==> src/rtl/line_loader.sv <==
// -----------------------------------------------------------------------------
// line_loader
//
// Program loader for the line memory. Accepts a byte stream over a
// valid/ready handshake, packs bytes big-endian into LINE_WIDTH-bit lines and
// writes each completed line to the line memory write port at consecutive
// addresses starting at 0. While a program is loading, busy holds the
// sequencer off.
//
// Ports
//   clk           : single clock, rising edge
//   rst           : synchronous active-high reset
//   start         : one-cycle pulse that opens a load session (from idle/error)
//   s_valid       : stream byte present
//   s_data        : stream byte
//   s_last        : final byte of the program (qualified by s_valid)
//   s_ready       : loader accepts a byte this cycle
//   wr_en         : line memory write strobe
//   wr_addr       : line memory write address (held between writes)
//   wr_line       : line memory write data (held between writes)
//   busy          : load in progress
//   done          : one-cycle pulse after a successful load
//   err           : sticky load error (partial line or memory overflow)
//   lines_loaded  : lines written in the current or last session
// -----------------------------------------------------------------------------
module line_loader #(
   parameter int unsigned IP_WIDTH   = 8,
   parameter int unsigned LINE_WIDTH = 32
) (
   input  logic                  clk,
   input  logic                  rst,
   input  logic                  start,
   input  logic                  s_valid,
   input  logic [7:0]            s_data,
   input  logic                  s_last,
   output logic                  s_ready,
   output logic                  wr_en,
   output logic [IP_WIDTH-1:0]   wr_addr,
   output logic [LINE_WIDTH-1:0] wr_line,
   output logic                  busy,
   output logic                  done,
   output logic                  err,
   output logic [IP_WIDTH:0]     lines_loaded
);

   localparam int unsigned Bytes = LINE_WIDTH / 8;
   // Keep the byte counter at least one bit wide for single-byte lines.
   localparam int unsigned CntW  = (Bytes > 1) ? $clog2(Bytes) : 1;

   localparam logic [CntW-1:0]     LastByte = CntW'(Bytes - 1);
   localparam logic [IP_WIDTH-1:0] AddrMax  = '1;

   typedef enum logic [2:0] {
      StIdle,
      StAssemble,
      StWrite,
      StDone,
      StError
   } state_e;

   state_e                state_q, state_d;
   logic [IP_WIDTH-1:0]   addr_q, addr_d;
   logic [CntW-1:0]       cnt_q, cnt_d;
   logic [LINE_WIDTH-1:0] sr_q, sr_d;
   logic                  last_q, last_d;
   logic [IP_WIDTH:0]     lines_q, lines_d;
   logic [IP_WIDTH-1:0]   wr_addr_q, wr_addr_d;
   logic [LINE_WIDTH-1:0] wr_line_q, wr_line_d;

   logic                  xfer;
   logic                  line_full;
   logic                  session_start;
   logic [LINE_WIDTH-1:0] sr_shift;

   // s_ready is a pure decode of state, so a transfer needs only s_valid here.
   assign xfer          = (state_q == StAssemble) && s_valid;
   assign line_full     = (cnt_q == LastByte);
   // start only opens a session when not busy.
   assign session_start = start && ((state_q == StIdle) || (state_q == StError));
   // First byte of a line ends up in the MSBs after Bytes shifts.
   assign sr_shift      = (sr_q << 8) | LINE_WIDTH'(s_data);

   // ---------------------------------------------------------------------------
   // State register
   // ---------------------------------------------------------------------------
   always_ff @(posedge clk) begin
      if (rst) begin
         state_q <= StIdle;
      end else begin
         state_q <= state_d;
      end
   end

   // ---------------------------------------------------------------------------
   // Next-state logic
   // ---------------------------------------------------------------------------
   always_comb begin
      state_d = state_q;
      unique case (state_q)
         StIdle: begin
            if (start) begin
               state_d = StAssemble;
            end
         end
         StAssemble: begin
            if (xfer) begin
               if (line_full) begin
                  state_d = StWrite;
               end else if (s_last) begin
                  // Program ended mid-line: the partial line is dropped.
                  state_d = StError;
               end
            end
         end
         StWrite: begin
            if (last_q) begin
               state_d = StDone;
            end else if (addr_q == AddrMax) begin
               // Memory full but the stream has more data.
               state_d = StError;
            end else begin
               state_d = StAssemble;
            end
         end
         StDone: begin
            state_d = StIdle;
         end
         StError: begin
            if (start) begin
               state_d = StAssemble;
            end
         end
         default: begin
            state_d = StIdle;
         end
      endcase
   end

   // ---------------------------------------------------------------------------
   // Datapath registers
   // ---------------------------------------------------------------------------
   always_ff @(posedge clk) begin
      if (rst) begin
         addr_q    <= '0;
         cnt_q     <= '0;
         sr_q      <= '0;
         last_q    <= 1'b0;
         lines_q   <= '0;
         wr_addr_q <= '0;
         wr_line_q <= '0;
      end else begin
         addr_q    <= addr_d;
         cnt_q     <= cnt_d;
         sr_q      <= sr_d;
         last_q    <= last_d;
         lines_q   <= lines_d;
         wr_addr_q <= wr_addr_d;
         wr_line_q <= wr_line_d;
      end
   end

   // ---------------------------------------------------------------------------
   // Datapath next-state logic
   // ---------------------------------------------------------------------------
   always_comb begin
      addr_d    = addr_q;
      cnt_d     = cnt_q;
      sr_d      = sr_q;
      last_d    = last_q;
      lines_d   = lines_q;
      wr_addr_d = wr_addr_q;
      wr_line_d = wr_line_q;

      if (session_start) begin
         addr_d  = '0;
         cnt_d   = '0;
         lines_d = '0;
         last_d  = 1'b0;
      end

      if (xfer) begin
         sr_d = sr_shift;
         if (line_full) begin
            cnt_d  = '0;
            last_d = s_last;
            // Write port registers are loaded here so they present the line
            // during the WRITE cycle and hold it afterwards.
            wr_addr_d = addr_q;
            wr_line_d = sr_shift;
         end else begin
            cnt_d = cnt_q + CntW'(1);
         end
      end

      if (state_q == StWrite) begin
         lines_d = lines_q + (IP_WIDTH + 1)'(1);
         if (!last_q && (addr_q != AddrMax)) begin
            addr_d = addr_q + IP_WIDTH'(1);
         end
      end
   end

   // ---------------------------------------------------------------------------
   // Outputs: decoded from state and registers only
   // ---------------------------------------------------------------------------
   always_comb begin
      s_ready = 1'b0;
      wr_en   = 1'b0;
      busy    = 1'b0;
      done    = 1'b0;
      err     = 1'b0;
      unique case (state_q)
         StIdle: begin
         end
         StAssemble: begin
            s_ready = 1'b1;
            busy    = 1'b1;
         end
         StWrite: begin
            wr_en = 1'b1;
            busy  = 1'b1;
         end
         StDone: begin
            done = 1'b1;
            busy = 1'b1;
         end
         StError: begin
            err = 1'b1;
         end
         default: begin
         end
      endcase
   end

   assign wr_addr      = wr_addr_q;
   assign wr_line      = wr_line_q;
   assign lines_loaded = lines_q;

endmodule

==> config.mk <==
export PLATFORM = sky130hd
export DESIGN_NAME = line_loader
export DESIGN_NICKNAME = d
export VERILOG_FILES = /design/src/rtl/line_loader.sv
export SDC_FILE = /design/constraint.sdc
export NUM_CORES = 1
export LEC_CHECK = 0
export CAP_MARGIN = 10
export CORE_MARGIN = 3
export CORE_UTILIZATION = 46
export DETAILED_ROUTE_END_ITERATION = 12
export PLACE_DENSITY = 0.87
export RECOVER_POWER = 50
export REMOVE_ABC_BUFFERS = 1
export SLEW_MARGIN = 25
export SYNTH_ARGS = -nofsm -noshare
export SYNTH_HDL_FRONTEND = slang
export SYNTH_SLANG_ARGS = --single-unit
==> constraint.sdc <==
create_clock -name clk -period 1.6 [get_ports clk]
set_input_delay 0.32 -clock clk [delete_from_list [all_inputs] [get_ports clk]]
set_output_delay 0.32 -clock clk [all_outputs]
set_load 0.05 [all_outputs]
== Word-level counts from Yosys, hierarchy flattened ==
Index checks and enable logic that the tools add are counted.
Storage, ports and cells
  flip-flop bits (word level): 87
  input port bits: 13
  logic and storage cells: 57
Cells by class
  $add $sub $neg: 3
  equal/unequal tests: 10
  multiplexer cells: 23
  bitwise operators: 1
  reductions and logical operators: 12
Operators by type and width (count)
  $or A32 B8 Y32: 1
  $mux W8: 3
  $mux W3: 6
  $mux W9: 2
  $add A9 B1 Y9 const B: 1
  $pmux W3 S3: 1
  $add A8 B1 Y8 const B: 1
  $eq A8 B8 Y1 const B: 1
  $mux W1: 8
  $ne A8 B8 Y1 const B: 1
  $eq A3 B2 Y1 const B: 2
  $mux W2: 3
  $reduce_bool A2 Y1: 2
  $eq A3 B1 Y1 const B: 1
  $eq A3 B3 Y1 const B: 1
  $logic_and A1 B1 Y1: 3
  $logic_not A3 Y1: 1
  $ne A3 B3 Y1 const B: 1
  $reduce_and A3 Y1: 1
  $reduce_or A3 Y1: 1
  $add A2 B1 Y2 const B: 1
  $eq A2 B2 Y1 const B: 1
  $ne A2 B1 Y1 const B: 1
  $ne A2 B2 Y1 const B: 1
  other kinds (4): 4

== Depth between registers and ports, before layout ==
  word-level depth: 6
  gate-level depth with buffers: 8

== Least setup slack after synthesis ==
No wires, ideal clock.
  path kind: reg2reg
  start: reg state_q[0]
  end: reg cnt_q[0]
  arrival: 1979 ps
  path slack: -449 ps
  stages on the path, launching flop included: 5
  path buffers: 0
  clock period less this slack: 2049 ps
  cell sequence: dfxtp_1 -> nor3b_2 -> nand2_2 -> or3_1 -> a21oi_1
On the way
  word-level cells in the longest chain between the ends: 4
Ends and longest elaborated chain
  start, declared: RTL line 61  | state_e state_q, state_d;
  start signal, assigned: RTL line 88  | state_q <= StIdle;
  start signal, assigned: RTL line 90  | state_q <= state_d;
  $eq A3 B3 Y1 or $logic_not A3 Y1 (tied branches): RTL line 79  | assign session_start = start && ((state_q == StIdle) || (state_q == StError));
  $logic_or A1 B1 Y1: RTL line 79
  $logic_and A1 B1 Y1: RTL line 79
  $reduce_bool A2 Y1 (no source line)
  end signal, assigned: RTL line 153  | cnt_q <= cnt_d;
  end, declared: RTL line 63  | logic [CntW-1:0] cnt_q, cnt_d;
Several ways; a longest one is shown, not always the timed one.
A chain may end at the register's enable or synchronous reset.

== Final worst setup path ==
  start: reg state_q[0]
  end: out wr_en
On the way
  word-level cells in the longest chain between the ends: 2
Ends and longest elaborated chain
  $eq A3 B2 Y1: RTL line 212  | unique case (state_q)
  $mux W1: RTL line 212
  end, declared: RTL line 37  | output logic wr_en,
No other way between the ends.

==> run summary <==
WORST SETUP PATH
--------------------------------------------------------------------------------
Delay of the slowest critical-path stage ..........................      0.42 ns
Category of the critical setup timing path ........................      reg2out
Series of cell instances along the critical path .................. or3b_4 > inv_4 > buf_12
Crit path max fanout ..............................................            4
Launch point of the critical path .................................   state_q[0]
Required arrival time at the worst endpoint .......................      1.28 ns
Depth of the worst register-to-register path ......................            4
Critical path arrival .............................................      1.36 ns
CP Capture Type ................................................... primary output
CP max stage cell ................................................. sky130_fd_sc_hd__or3b_4
Worst flop-to-flop path startpoint ................................   state_q[0]
CP startpoint kind ................................................     register

ROUTE
--------------------------------------------------------------------------------
Count of vias placed by the detailed router .......................         3231
Number of antenna-violating nets in the routed design .............            0
Number of iterations in the first detailed-routing pass ...........            5
Drt initial violations ............................................          193
Average wire length per cell after detail routing .................      14.2 um
Average via count per standard cell ...............................         5.31
Routed wire length ................................................      8670 um
DRC errors left ...................................................            0

TIMING
--------------------------------------------------------------------------------
Highest clock rate ................................................      597 MHz
Final setup violation count .......................................            5
Clock skew after layout ...........................................    0.0172 ns
Post-route fraction of the period consumed by the critical path ...         105%
Final-report max-slew violation count .............................            0
RSZ-0062 raised after global routing ..............................          yes
Post-layout worst setup margin ....................................   -0.0758 ns
Worst Tran Pin Value ..............................................     0.506 ns
Setup TNS .........................................................    -0.209 ns
Tmin final ........................................................      1.68 ns
Hold Fails Final Rpt ..............................................            0
Worst hold margin .................................................     0.408 ns
Slew headroom .....................................................        66.3%

CLOCKING
--------------------------------------------------------------------------------
Clock transition at the registers of the reported paths ...........      0.09 ns
CTS tree ..........................................................          yes
Maximum clock path buffer count ...................................            2
H-Tree Depth ......................................................            3
Latest clock arrival within the worst-skew pair ...................      0.38 ns
CTS Hold Bufs .....................................................            0
Root cell of the clock tree ....................................... sky130_fd_sc_hd__clkbuf_8
Number of clock buffers inserted by TritonCTS .....................            9
CTS sink cnt ......................................................           87

LOGIC SYNTHESIS
--------------------------------------------------------------------------------
Number of instances in the synthesized netlist ....................          418
Mapped Area .......................................................  0.00337 mm2
Average size of a mapped cell .....................................     8.06 um2
Leading register cell type out of synthesis ....................... sky130_fd_sc_hd__dfxtp_1
Fraction of registers with async set/reset ........................           0%
Sequential-to-total area share from yosys stat ....................        51.7%
Number of synthesized register bits ...............................           87
Post-synthesis cell type count ....................................           46
Warnings, synthesis ...............................................            0
Number of synthesized flops with an enable pin ....................            0

WORST HOLD PATH
--------------------------------------------------------------------------------
WHS Path Cells ....................................................            2
Start point of the worst min-delay path ...........................          rst
Type of the most critical hold path ...............................       in2reg

PLACED DESIGN
--------------------------------------------------------------------------------
Total placed cells including tap cells ............................          585
Post-detailed-placement cell area .................................  0.00431 mm2
Number of port buffers ............................................           66
Placed wire-length estimate after detailed placement ..............      5370 um
Worst setup slack after placement .................................    -0.269 ns
Global placer's final weighted congestion .........................        0.827

FINISH
--------------------------------------------------------------------------------
Share of post-route cells with drive strength above 1 .............        26.3%
Area growth from synthesis to layout ..............................        33.3%
Final Cell Area ...................................................  0.00449 mm2
Post-layout instance count excluding filler cells .................          609
Core occupancy in the finished layout .............................        64.7%
Nets ..............................................................          524
Antenna Cells .....................................................            0

FLOORPLAN
--------------------------------------------------------------------------------
Number of standard-cell rows in the floorplan .....................           30
IO Count ..........................................................           67
Width of the die ..................................................      91.6 um
Die outline area ..................................................  0.00839 mm2
Die height ........................................................      91.6 um
CORE AREA .........................................................  0.00694 mm2
Starting utilization of the core area .............................        48.5%

POWER
--------------------------------------------------------------------------------
Post-layout power .................................................      4.21 mW
Leakage component of the power ....................................      1.67 nW
Cell Pwr Density ..................................................   936 mW/mm2
VDD IR max ........................................................   0.000519 V

GRT
--------------------------------------------------------------------------------
Number of antenna violations at the first check in global routing .            0
Via count of the first global-routing pass ........................         2949
Global-route wire length before repair ............................     13900 um
Maximum number of pins on one net before global-route repair ......           33
Overall fraction of global-route tracks in use ....................        20.6%
Global-route congestion overflow total ............................            0

STATUS
--------------------------------------------------------------------------------
Violations in the final reports ................................... negative setup slack
Status ............................................................ complete, but fails checks

FLOW RUN
--------------------------------------------------------------------------------
Count of max-cap constraint violations ............................            0

## cell type report
class	count	area, um2
timing repair buffer	106	830
clock buffer	9	124
fill	572	2450
sequential	87	1750
clock inverter	7	103
inverter	3	13.8
multi-input combinational	301	1550
tap	96	120
## routing by layer
metal | global-route usage, % | up-vias | wire length, um
met5 | 0 | - | 0
met4 | 10.2 | 0 | 177
met3 | 4.56 | 15 | 392
met2 | 33.1 | 85 | 4340
met1 | 25.9 | 1540 | 3760
li1 | - | 1591 | -
## sequential cells by signal, summed over array words and instances (netlist names)
| register | count |
|---|---|
| cnt_q | 2 |
| wr_addr | 8 |
| state_q | 3 |
| sr_q | 24 |
| last_q | 1 |
| lines_loaded | 9 |
| wr_line | 32 |
| addr_q | 8 |
## cell usage in the layout (no fill, tap or decap), types with 2 or more instances in the layout
cell type,instances
sky130_fd_sc_hd__o21ai_0,5
sky130_fd_sc_hd__inv_6,2
sky130_fd_sc_hd__buf_6,4
sky130_fd_sc_hd__a21oi_1,76
sky130_fd_sc_hd__o311ai_1,2
sky130_fd_sc_hd__and3_1,2
sky130_fd_sc_hd__xor2_1,3
sky130_fd_sc_hd__a22oi_1,2
sky130_fd_sc_hd__a21oi_2,4
sky130_fd_sc_hd__clkbuf_2,48
sky130_fd_sc_hd__clkbuf_8,9
sky130_fd_sc_hd__nor2_2,2
sky130_fd_sc_hd__dfxtp_4,3
sky130_fd_sc_hd__buf_12,10
sky130_fd_sc_hd__clkdlybuf4s50_1,11
sky130_fd_sc_hd__inv_1,2
sky130_fd_sc_hd__or3_1,3
sky130_fd_sc_hd__bufinv_16,2
sky130_fd_sc_hd__o41ai_1,2
sky130_fd_sc_hd__o211ai_1,2
sky130_fd_sc_hd__a311oi_1,2
sky130_fd_sc_hd__o21ai_1,3
sky130_fd_sc_hd__nand3_1,8
sky130_fd_sc_hd__nand4_1,4
sky130_fd_sc_hd__ha_1,2
sky130_fd_sc_hd__buf_4,28
sky130_fd_sc_hd__dfxtp_1,84
sky130_fd_sc_hd__nor2_1,14
sky130_fd_sc_hd__nand3b_1,2
sky130_fd_sc_hd__clkbuf_1,3
sky130_fd_sc_hd__nand2_1,137
## worst max-delay path, delay by kind of cell, from the launching register on
| family | cells | cell delay (ns) |
|---|---|---|
| DFF | 1 | 0.36 |
| and+or+nand+nor | 1 | 0.42 |
| buffers and inverters | 2 | 0.21 |
## path summary, 6_finish.rpt
kind / end / slack (ns)
max: wr_en / -0.08
min: lines_loaded[5] / 0.41
max reg2reg: lines_loaded[5] / -0.03
min reg2reg: wr_line[31] / 0.45
## cells in the mapped netlist, drive strengths merged (2+ instances only)
| master | count | share of area [%] |
|---|---|---|
| nand2 | 138 | 15 |
| dfxtp | 87 | 52 |
| a21oi | 80 | 12 |
| nor2 | 16 | 1.8 |
| clkbuf | 15 | 1.7 |
| buf | 12 | 2.0 |
| nand3 | 9 | 1.3 |
| o21ai | 8 | 1.2 |
| nand4 | 4 | 0.74 |
| a311oi | 3 | 0.78 |
| and2 | 3 | 0.59 |
| ha | 3 | 1.1 |
| inv | 3 | 0.33 |
| or3 | 3 | 0.56 |
| xor2 | 3 | 0.78 |
| a22oi | 2 | 0.45 |
| and3 | 2 | 0.37 |
| and3b | 2 | 0.56 |
| nand2b | 2 | 0.37 |
| nand3b | 2 | 0.45 |
| o211ai | 2 | 0.45 |
| o311ai | 2 | 0.52 |
| o41ai | 2 | 0.52 |
| or3b | 2 | 0.52 |
## logic make-up after synthesis
family                     after synthesis  share of synthesized area [%]
AOI/OAI and AO/OA                      102                           16.6
xor gates and xnor gates                 4                           1.04
adders and majority gates                3                           1.11
buffers and inverters                   30                           4.08
DFF                                     87                           51.7
muxes                                    1                          0.334
and+or+nand+nor                        191                           25.2
## repair_timing
| action | in CTS | in global routing |
|---|---|---|
| endpoints found under the setup margin | 5 | 14 |
| pin swaps | 6 | 10 |
| resized for setup | 15 | 17 |
| setup buffers | 6 | 4 |
| gates cloned | 0 | 0 |
## report_power, final
| group | internal, mW | switching, mW | total (mW) |
|---|---|---|---|
| sequential | 2.18 | 0.0134 | 2.19 |
| clock | 0.901 | 0.856 | 1.76 |
| combinational | 0.112 | 0.149 | 0.260 |
(Power assumes the default switching activity.)
